==> config.mk <==
export PLATFORM = sky130hd
export DESIGN_NAME = ppu_timing_ctrl_flat
export DESIGN_NICKNAME = d
export VERILOG_FILES = /design/src/rtl/ppu_types_pkg.sv /design/src/rtl/ppu_util_pkg.sv /design/src/rtl/ppu_timing_ctrl_if.sv /design/src/rtl/stat_irq_gen.sv /design/src/rtl/ppu_timing_ctrl.sv /design/src/flat_wrapper.sv
export SDC_FILE = /design/constraint.sdc
export NUM_CORES = 1
export LEC_CHECK = 0
export CAP_MARGIN = 30
export CORE_UTILIZATION = 39
export CTS_BUF_LIST = sky130_fd_sc_hd__clkbuf_8
export DETAILED_ROUTE_END_ITERATION = 7
export PLACE_DENSITY = 0.63
export SKIP_CTS_REPAIR_TIMING = 1
export SYNTH_ARGS = -nofsm -noshare
export SYNTH_HDL_FRONTEND = slang
export SYNTH_SLANG_ARGS = --single-unit
==> constraint.sdc <==
create_clock -name clk -period 2.9 [get_ports clk]
set_input_delay 0.58 -clock clk [delete_from_list [all_inputs] [get_ports clk]]
set_output_delay 0.58 -clock clk [all_outputs]
set_load 0.05 [all_outputs]
==> src/rtl/ppu_types_pkg.sv <==
// Shared PPU type definitions: the four LCD controller modes as reported in STAT[1:0].
package ppu_types_pkg;

  typedef enum logic [1:0] {
    MODE_0 = 2'd0,
    MODE_1 = 2'd1,
    MODE_2 = 2'd2,
    MODE_3 = 2'd3
  } ppu_mode_t;

endpackage

==> src/rtl/ppu_util_pkg.sv <==
// Default DMG frame timing constants and the combined STAT interrupt line function.
package ppu_util_pkg;
  import ppu_types_pkg::*;

  localparam int DEF_DOTS_PER_LINE   = 456;
  localparam int DEF_MODE2_LEN       = 80;
  localparam int DEF_MODE3_MAX       = 289;
  localparam int DEF_VISIBLE_LINES   = 144;
  localparam int DEF_LINES_PER_FRAME = 154;

  // stat_en is {lyc, mode2, mode1, mode0}, matching STAT[6:3].
  function automatic logic stat_line_f(input logic [3:0] stat_en,
                                       input logic       lyc_match,
                                       input ppu_mode_t  mode);
    return (stat_en[3] & lyc_match)
         | (stat_en[2] & (mode == MODE_2))
         | (stat_en[1] & (mode == MODE_1))
         | (stat_en[0] & (mode == MODE_0));
  endfunction

endpackage

==> src/rtl/ppu_timing_ctrl_if.sv <==
// Control/status bundle between the PPU timing block (slave) and the CPU/renderer side (master).
interface ppu_timing_ctrl_if
  import ppu_types_pkg::*;
#(
  parameter int DOT_W = 9
);
  logic             lcd_en;
  logic [3:0]       stat_en;
  logic [7:0]       lyc;
  logic             line_done;
  logic [DOT_W-1:0] dot;
  logic [7:0]       ly;
  ppu_mode_t        mode;
  logic             lyc_match;
  logic             flush;
  logic             vblank_req;
  logic             stat_req;
  logic             m3_timeout;

  modport master (
    output lcd_en, stat_en, lyc, line_done,
    input  dot, ly, mode, lyc_match, flush, vblank_req, stat_req, m3_timeout
  );

  modport slave (
    input  lcd_en, stat_en, lyc, line_done,
    output dot, ly, mode, lyc_match, flush, vblank_req, stat_req, m3_timeout
  );

endinterface

==> src/rtl/stat_irq_gen.sv <==
// STAT interrupt request: rising-edge detector on the OR of all enabled STAT sources.
module stat_irq_gen
  import ppu_types_pkg::*;
  import ppu_util_pkg::*;
(
  input  logic       clk,
  input  logic       reset_n,
  input  logic       lcd_en,
  input  logic [3:0] stat_en,
  input  logic       lyc_match,
  input  ppu_mode_t  mode,
  output logic       stat_req
);

  logic stat_line;
  logic stat_line_q;
  logic stat_req_q;

  assign stat_line = stat_line_f(stat_en, lyc_match, mode);
  assign stat_req  = stat_req_q;

  // A source that rises while another keeps the line high produces no new request.
  always_ff @(posedge clk or negedge reset_n) begin
    if (!reset_n) begin
      stat_line_q <= 1'b0;
      stat_req_q  <= 1'b0;
    end else if (!lcd_en) begin
      stat_line_q <= 1'b0;
      stat_req_q  <= 1'b0;
    end else begin
      stat_line_q <= stat_line;
      stat_req_q  <= stat_line & ~stat_line_q;
    end
  end

endmodule

==> src/rtl/ppu_timing_ctrl.sv <==
// PPU dot/line/mode sequencer with LYC compare, VBlank/STAT pulses and mode-3 watchdog.
// Optional PPU_LY153_QUIRK_EN: ly (and lyc_match) read 0 from dot 4 of the last frame line.
module ppu_timing_ctrl
  import ppu_types_pkg::*;
  import ppu_util_pkg::*;
#(
  parameter int DOTS_PER_LINE   = DEF_DOTS_PER_LINE,
  parameter int MODE2_LEN       = DEF_MODE2_LEN,
  parameter int MODE3_MAX       = DEF_MODE3_MAX,
  parameter int VISIBLE_LINES   = DEF_VISIBLE_LINES,
  parameter int LINES_PER_FRAME = DEF_LINES_PER_FRAME,
  parameter int DOT_W           = $clog2(DOTS_PER_LINE)
) (
  input logic              clk,
  input logic              reset_n,
  ppu_timing_ctrl_if.slave bus
);

  localparam logic [DOT_W-1:0] DOT_LAST   = DOT_W'(DOTS_PER_LINE - 1);
  localparam logic [DOT_W-1:0] M2_LAST    = DOT_W'(MODE2_LEN - 1);
  localparam logic [DOT_W-1:0] M3_LAST    = DOT_W'(MODE2_LEN + MODE3_MAX - 1);
  localparam logic [7:0]       VIS_LAST   = 8'(VISIBLE_LINES - 1);
  localparam logic [7:0]       FRAME_LAST = 8'(LINES_PER_FRAME - 1);

  if (MODE2_LEN + MODE3_MAX >= DOTS_PER_LINE) begin : g_chk_mode3
    $error("ppu_timing_ctrl: MODE2_LEN+MODE3_MAX must be below DOTS_PER_LINE");
  end
  if (LINES_PER_FRAME > 256) begin : g_chk_lines
    $error("ppu_timing_ctrl: LINES_PER_FRAME must not exceed 256");
  end

  logic [DOT_W-1:0] dot_q, dot_d;
  logic [7:0]       line_q, line_d;
  logic [7:0]       ly_q, ly_d;
  ppu_mode_t        mode_q, mode_d;
  logic             lyc_match_q;
  logic             flush_q, flush_d;
  logic             vblank_q, vblank_d;
  logic             m3_timeout_q, m3_timeout_d;
  logic             lcd_on_q;
  logic             end_of_line;
  logic             stat_req;

  assign end_of_line = (dot_q == DOT_LAST);

  // Counters restart on the first enabled cycle after the LCD was off.
  always_comb begin
    dot_d  = dot_q + DOT_W'(1);
    line_d = line_q;
    if (!bus.lcd_en || !lcd_on_q) begin
      dot_d  = '0;
      line_d = '0;
    end else if (end_of_line) begin
      dot_d  = '0;
      line_d = (line_q == FRAME_LAST) ? 8'd0 : line_q + 8'd1;
    end
    ly_d = line_d;
`ifdef PPU_LY153_QUIRK_EN
    if (line_d == FRAME_LAST && dot_d >= DOT_W'(4)) ly_d = 8'd0;
`endif
  end

  always_comb begin
    mode_d       = mode_q;
    flush_d      = 1'b0;
    vblank_d     = 1'b0;
    m3_timeout_d = m3_timeout_q;
    if (!bus.lcd_en) begin
      mode_d = MODE_0;
    end else if (!lcd_on_q) begin
      mode_d = MODE_2;
    end else begin
      case (mode_q)
        MODE_2: if (dot_q == M2_LAST) begin
          mode_d  = MODE_3;
          flush_d = 1'b1;
        end
        MODE_3: if (bus.line_done) begin
          mode_d = MODE_0;
        end else if (dot_q == M3_LAST) begin
          mode_d       = MODE_0;
          m3_timeout_d = 1'b1;
        end
        MODE_0: if (end_of_line) begin
          if (line_q == VIS_LAST) begin
            mode_d   = MODE_1;
            vblank_d = 1'b1;
          end else begin
            mode_d = MODE_2;
          end
        end
        MODE_1: if (end_of_line && line_q == FRAME_LAST) mode_d = MODE_2;
        default: mode_d = MODE_0;
      endcase
    end
  end

  // lyc_match compares against the ly being loaded so it stays coherent across line boundaries.
  always_ff @(posedge clk or negedge reset_n) begin
    if (!reset_n) begin
      dot_q        <= '0;
      line_q       <= '0;
      ly_q         <= '0;
      mode_q       <= MODE_2;
      lyc_match_q  <= 1'b0;
      flush_q      <= 1'b0;
      vblank_q     <= 1'b0;
      m3_timeout_q <= 1'b0;
      lcd_on_q     <= 1'b1;
    end else begin
      dot_q        <= dot_d;
      line_q       <= line_d;
      ly_q         <= ly_d;
      mode_q       <= mode_d;
      lyc_match_q  <= (ly_d == bus.lyc);
      flush_q      <= flush_d;
      vblank_q     <= vblank_d;
      m3_timeout_q <= m3_timeout_d;
      lcd_on_q     <= bus.lcd_en;
    end
  end

  stat_irq_gen u_stat_irq_gen (
    .clk       (clk),
    .reset_n   (reset_n),
    .lcd_en    (bus.lcd_en),
    .stat_en   (bus.stat_en),
    .lyc_match (lyc_match_q),
    .mode      (mode_q),
    .stat_req  (stat_req)
  );

  assign bus.dot        = dot_q;
  assign bus.ly         = ly_q;
  assign bus.mode       = mode_q;
  assign bus.lyc_match  = lyc_match_q;
  assign bus.flush      = flush_q;
  assign bus.vblank_req = vblank_q;
  assign bus.stat_req   = stat_req;
  assign bus.m3_timeout = m3_timeout_q;

endmodule

==> src/flat_wrapper.sv <==
// flat-port wrapper written by rule: the top's interface ports become plain ports
module ppu_timing_ctrl_flat import ppu_types_pkg::*; import ppu_util_pkg::*;
#(
  parameter int DOTS_PER_LINE   = DEF_DOTS_PER_LINE,
  parameter int MODE2_LEN       = DEF_MODE2_LEN,
  parameter int MODE3_MAX       = DEF_MODE3_MAX,
  parameter int VISIBLE_LINES   = DEF_VISIBLE_LINES,
  parameter int LINES_PER_FRAME = DEF_LINES_PER_FRAME,
  parameter int DOT_W           = $clog2(DOTS_PER_LINE)
)
  (clk, reset_n, bus_lcd_en, bus_stat_en, bus_lyc, bus_line_done, bus_dot, bus_ly, bus_mode, bus_lyc_match, bus_flush, bus_vblank_req, bus_stat_req, bus_m3_timeout);
  ppu_timing_ctrl_if #(.DOT_W(DOT_W)) bus_i ();
  input logic clk;
  input logic reset_n;
  input wire logic [$bits(bus_i.lcd_en)-1:0] bus_lcd_en;
  input wire logic [$bits(bus_i.stat_en)-1:0] bus_stat_en;
  input wire logic [$bits(bus_i.lyc)-1:0] bus_lyc;
  input wire logic [$bits(bus_i.line_done)-1:0] bus_line_done;
  output wire logic [$bits(bus_i.dot)-1:0] bus_dot;
  output wire logic [$bits(bus_i.ly)-1:0] bus_ly;
  output wire logic [$bits(bus_i.mode)-1:0] bus_mode;
  output wire logic [$bits(bus_i.lyc_match)-1:0] bus_lyc_match;
  output wire logic [$bits(bus_i.flush)-1:0] bus_flush;
  output wire logic [$bits(bus_i.vblank_req)-1:0] bus_vblank_req;
  output wire logic [$bits(bus_i.stat_req)-1:0] bus_stat_req;
  output wire logic [$bits(bus_i.m3_timeout)-1:0] bus_m3_timeout;
  assign bus_i.lcd_en = bus_lcd_en;
  assign bus_i.stat_en = bus_stat_en;
  assign bus_i.lyc = bus_lyc;
  assign bus_i.line_done = bus_line_done;
  assign bus_dot = bus_i.dot;
  assign bus_ly = bus_i.ly;
  assign bus_mode = bus_i.mode;
  assign bus_lyc_match = bus_i.lyc_match;
  assign bus_flush = bus_i.flush;
  assign bus_vblank_req = bus_i.vblank_req;
  assign bus_stat_req = bus_i.stat_req;
  assign bus_m3_timeout = bus_i.m3_timeout;
  ppu_timing_ctrl #(.DOTS_PER_LINE(DOTS_PER_LINE), .MODE2_LEN(MODE2_LEN), .MODE3_MAX(MODE3_MAX), .VISIBLE_LINES(VISIBLE_LINES), .LINES_PER_FRAME(LINES_PER_FRAME), .DOT_W(DOT_W)) u_core (.clk(clk), .reset_n(reset_n), .bus(bus_i));
endmodule
==> qor.yml <==
routing:
  drt-pass1-iter-count: 4
  wl_per_cell_um: 16.56
  via_count: 1537
  wl_mm: 4.586
  antenna_left: 0
  vias_per_cell: 5.549
  drt_iter0_drc: 85
  drc_errors: 0
layout:
  drive_above_1_share_pct: 11.01
  num-nets-final: 248
  area_growth_pct: 28.77
  n_antenna_cell: 0
place:
  gp_congestion: 0.9631
  dpl.hpwl_mm: 3.461
  io_buffers: 39
critical_path:
  cp_max_fo: 15
  cp_slowest_cell: "or4_1"
  r2r-end: "u_core.bus.lyc_match"
  arrival_ps: 2830
  crit_chain: "ha_1 > nand4b_4 > or2_1 > o21ai_4 > nor3_1 > or4_1 > nor4_2"
  r2r_setup_slack_ps: 250
  critical_path.max_stage_delay_ps: 500
  rr_worst_depth: 7
  reg2reg_from: "u_core.bus.dot[0]"
  start_kind: "flop"
  cp-end-kind: "flop"
  critPathKind: "flop to flop"
  crit_required_ps: 3080
sta:
  holdWs_ps: 395.9
  rsz0062_at_grt: "no"
  fmax_mhz: 378.1
  worst_pin_slew_ps: 678.8
  period_needed_ps: 2645
  fin_setup_tns_ps: 0
  slew_viol_final: 0
  clock_skew_ps: 0.8680
  hold_viol: 0
  setup_violations: 0
  period_share_pct: 91.21
  max_slew_margin_pct: 54.33
floorplanning:
  start_util_pct: 41.75
  die_w_um: 68.37
  chipHeight_um: 68.37
  rows: 23
  ios: 40
  core_area_um2: 4115
  die_area_um2: 4674
yosys:
  ys_seq_elements: 26
  synth_xor_area_share_pct: 6.628
  synth_fa_ha_area_share_pct: 2.913
  yosys_warnings: 0
  synth_compound_gate_area_share_pct: 13.11
  yosys-top-cells-area: "dfrtp_1, xnor2_1, nor2_1, nand2_1, dfstp_2"
  synthCells: 185
  synth_area_um2: 1718
  synth_top_family_by_area: "simple AND/OR/NAND/NOR gates"
  synthSimpleGateAreaFrac_pct: 30.01
  synth_top_area_share_pct: 34.96
  synth_top_cell_by_area: "dfrtp_1"
  syn_nets: 205
  yosys-mux-area-fraction_pct: 3.714
  synth_cell_types: 48
  yosysSeqAreaShare_pct: 38.02
  avgSynthCellArea_um2: 9.286
min_path:
  min_to: "u_core.u_stat_irq_gen.stat_req"
  hold_path_startpoint: "u_core.u_stat_irq_gen.stat_line_q"
  holdCritPathClass: "flop to flop"
  holdPathStages: 1
clock_network:
  htree_levels: 1
  clockRootBuffer: "clkbuf_8"
  clockBufferDepth: 2
  cts_tree: "done"
  clkLatencyLatePin_ps: 270
  clk_pin_slew_ps: 90
  cts_buffers: 3
  cts.sinks: 26
global_routing:
  gr-usage-all-layers_pct: 21.49
  grt_max_degree: 27
  grt_pass1_wl_mm: 7.348
  antenna_found_initial: 0
  overflow: 0
  grt_pass1_vias: 1507
run_status:
  outcome: "finished, final reports clean"
pwr:
  power.leakage_uw: 0.0008768
  total_power_uw: 719.7
  cellPowerDensity_nw_per_um2: 325.3
  vdd_drop_max_uv: 172.9
job:
  drv_cap: 0
==> critical path, delay by kind of cell (launching register included) <==
kind / cells / cell delay (ps)
AO/OA/AOI/OAI: 1 / 370
adder cells (fa/ha/maj): 1 / 280
flip-flops: 1 / 440
AND/OR/NAND/NOR: 5 / 1460
==> logic make-up after synthesis <==
| group | Yosys count |
|---|---|
| xor gates and xnor gates | 13 |
| buffers and inverters | 16 |
| muxes | 6 |
| adders and majority gates | 4 |
| and+or+nand+nor | 87 |
| AOI/OAI and AO/OA | 33 |
| DFF | 26 |
==> report_power, final <==
part | switching (uW) | leakage (uW) | internal [uW]
Clock | 117 | 0.0000288 | 121
Sequential | 8.53 | 0.000353 | 371
Combinational | 57.7 | 0.000495 | 44.7
==> synthesized netlist by cell type (all sizes together) <==
cell and n:
nand4b 3, nand3 7, inv 8, nor4 7, a21boi 2, a31o 1
nand4 3, mux2 3, nor2b 3, o21ai 9, xnor2 8, dfrtp 24
clkbuf 4, ha 4, o311ai 1, nand2b 3, nand2 17, nor3 6
a221o 1, or4b 1, and2 3, or3 2, mux2i 3, and4b 1
a22oi 1, and3 2, a2111oi 1, a21oi 10, xor2 5, or4 2
buf 4, and2b 1, a221oi 1, nor3b 5, nor2 18, dfstp 2
or2b 1, or2 1, nand4bb 1, a211oi 2, o22ai 2, o2111ai 2
==> worst max path at each step <==
stage,from,end,slack (ps)
after floorplan,u_core.bus.dot[0],u_core.bus.lyc_match,280
after global placement,bus_lcd_en,u_core.bus.lyc_match,390
after detailed placement,bus_lcd_en,u_core.bus.lyc_match,310
after CTS,u_core.bus.dot[0],u_core.bus.lyc_match,290
after global routing,u_core.bus.dot[0],u_core.bus.lyc_match,40
final,u_core.bus.dot[0],u_core.bus.lyc_match,250
==> final cells by class <==
type / instances / area (um^2)
tap: 50 / 62.56
inverter: 8 / 30.03
sequential: 26 / 653.1
clock buffer: 4 / 55.05
timing repair buffer: 46 / 442.9
multi-input combinational: 143 / 968.4
fill: 390 / 1903
==> registers in the layout (all words and copies together) (netlist names) <==
register and cells:
u_core.bus.dot 9, u_core.bus.flush 1, u_core.bus.lyc_match 1, u_core.bus.m3_timeout 1
u_core.bus.mode 2, u_core.bus.vblank_req 1, u_core.lcd_on_q 1, u_core.line_q 8
u_core.u_stat_irq_gen.stat_line_q 1, u_core.u_stat_irq_gen.stat_req 1
==> through the flow <==
step | instance area [um^2] | std cells | util, % | setup slack [ps]
6_report | 2212 | 277 | 53.75 | 255.0
4_1_cts | 2212 | 277 | 53.75 | 294.1
5_1_grt | 2212 | 277 | 53.75 | 42.33
2_1_floorplan | 1718 | 185 | - | 276.9
3_5_place_dp | 2157 | 273 | 52.42 | 308.4
3_3_place_gp | 2157 | 273 | 52.42 | 391.1
==> cell usage in the layout, fill, tap and decap left out, types with 4 or more instances in the layout <==
cell             netlist  layout
o21ai_0                8       8
nand3_1                7       7
ha_1                   4       4
buf_4                  1       7
a21oi_1               10      10
clkdlybuf4s50_1        0      39
dfrtp_1               24      24
inv_1                  8       8
clkbuf_8               1       4
nor4_1                 6       6
nand2_1               17      17
xnor2_1                8       8
nor3_1                 6       6
nor3b_1                4       4
nor2_1                18      18
xor2_1                 5       5
==> routing by layer <==
metal / wire (um) / track usage (%)
met4: 56 / 5.729
met5: 0 / 0
met1: 2148 / 29.12
met2: 2196 / 34.44
met3: 185 / 4.500
(Power assumes the default switching activity.)
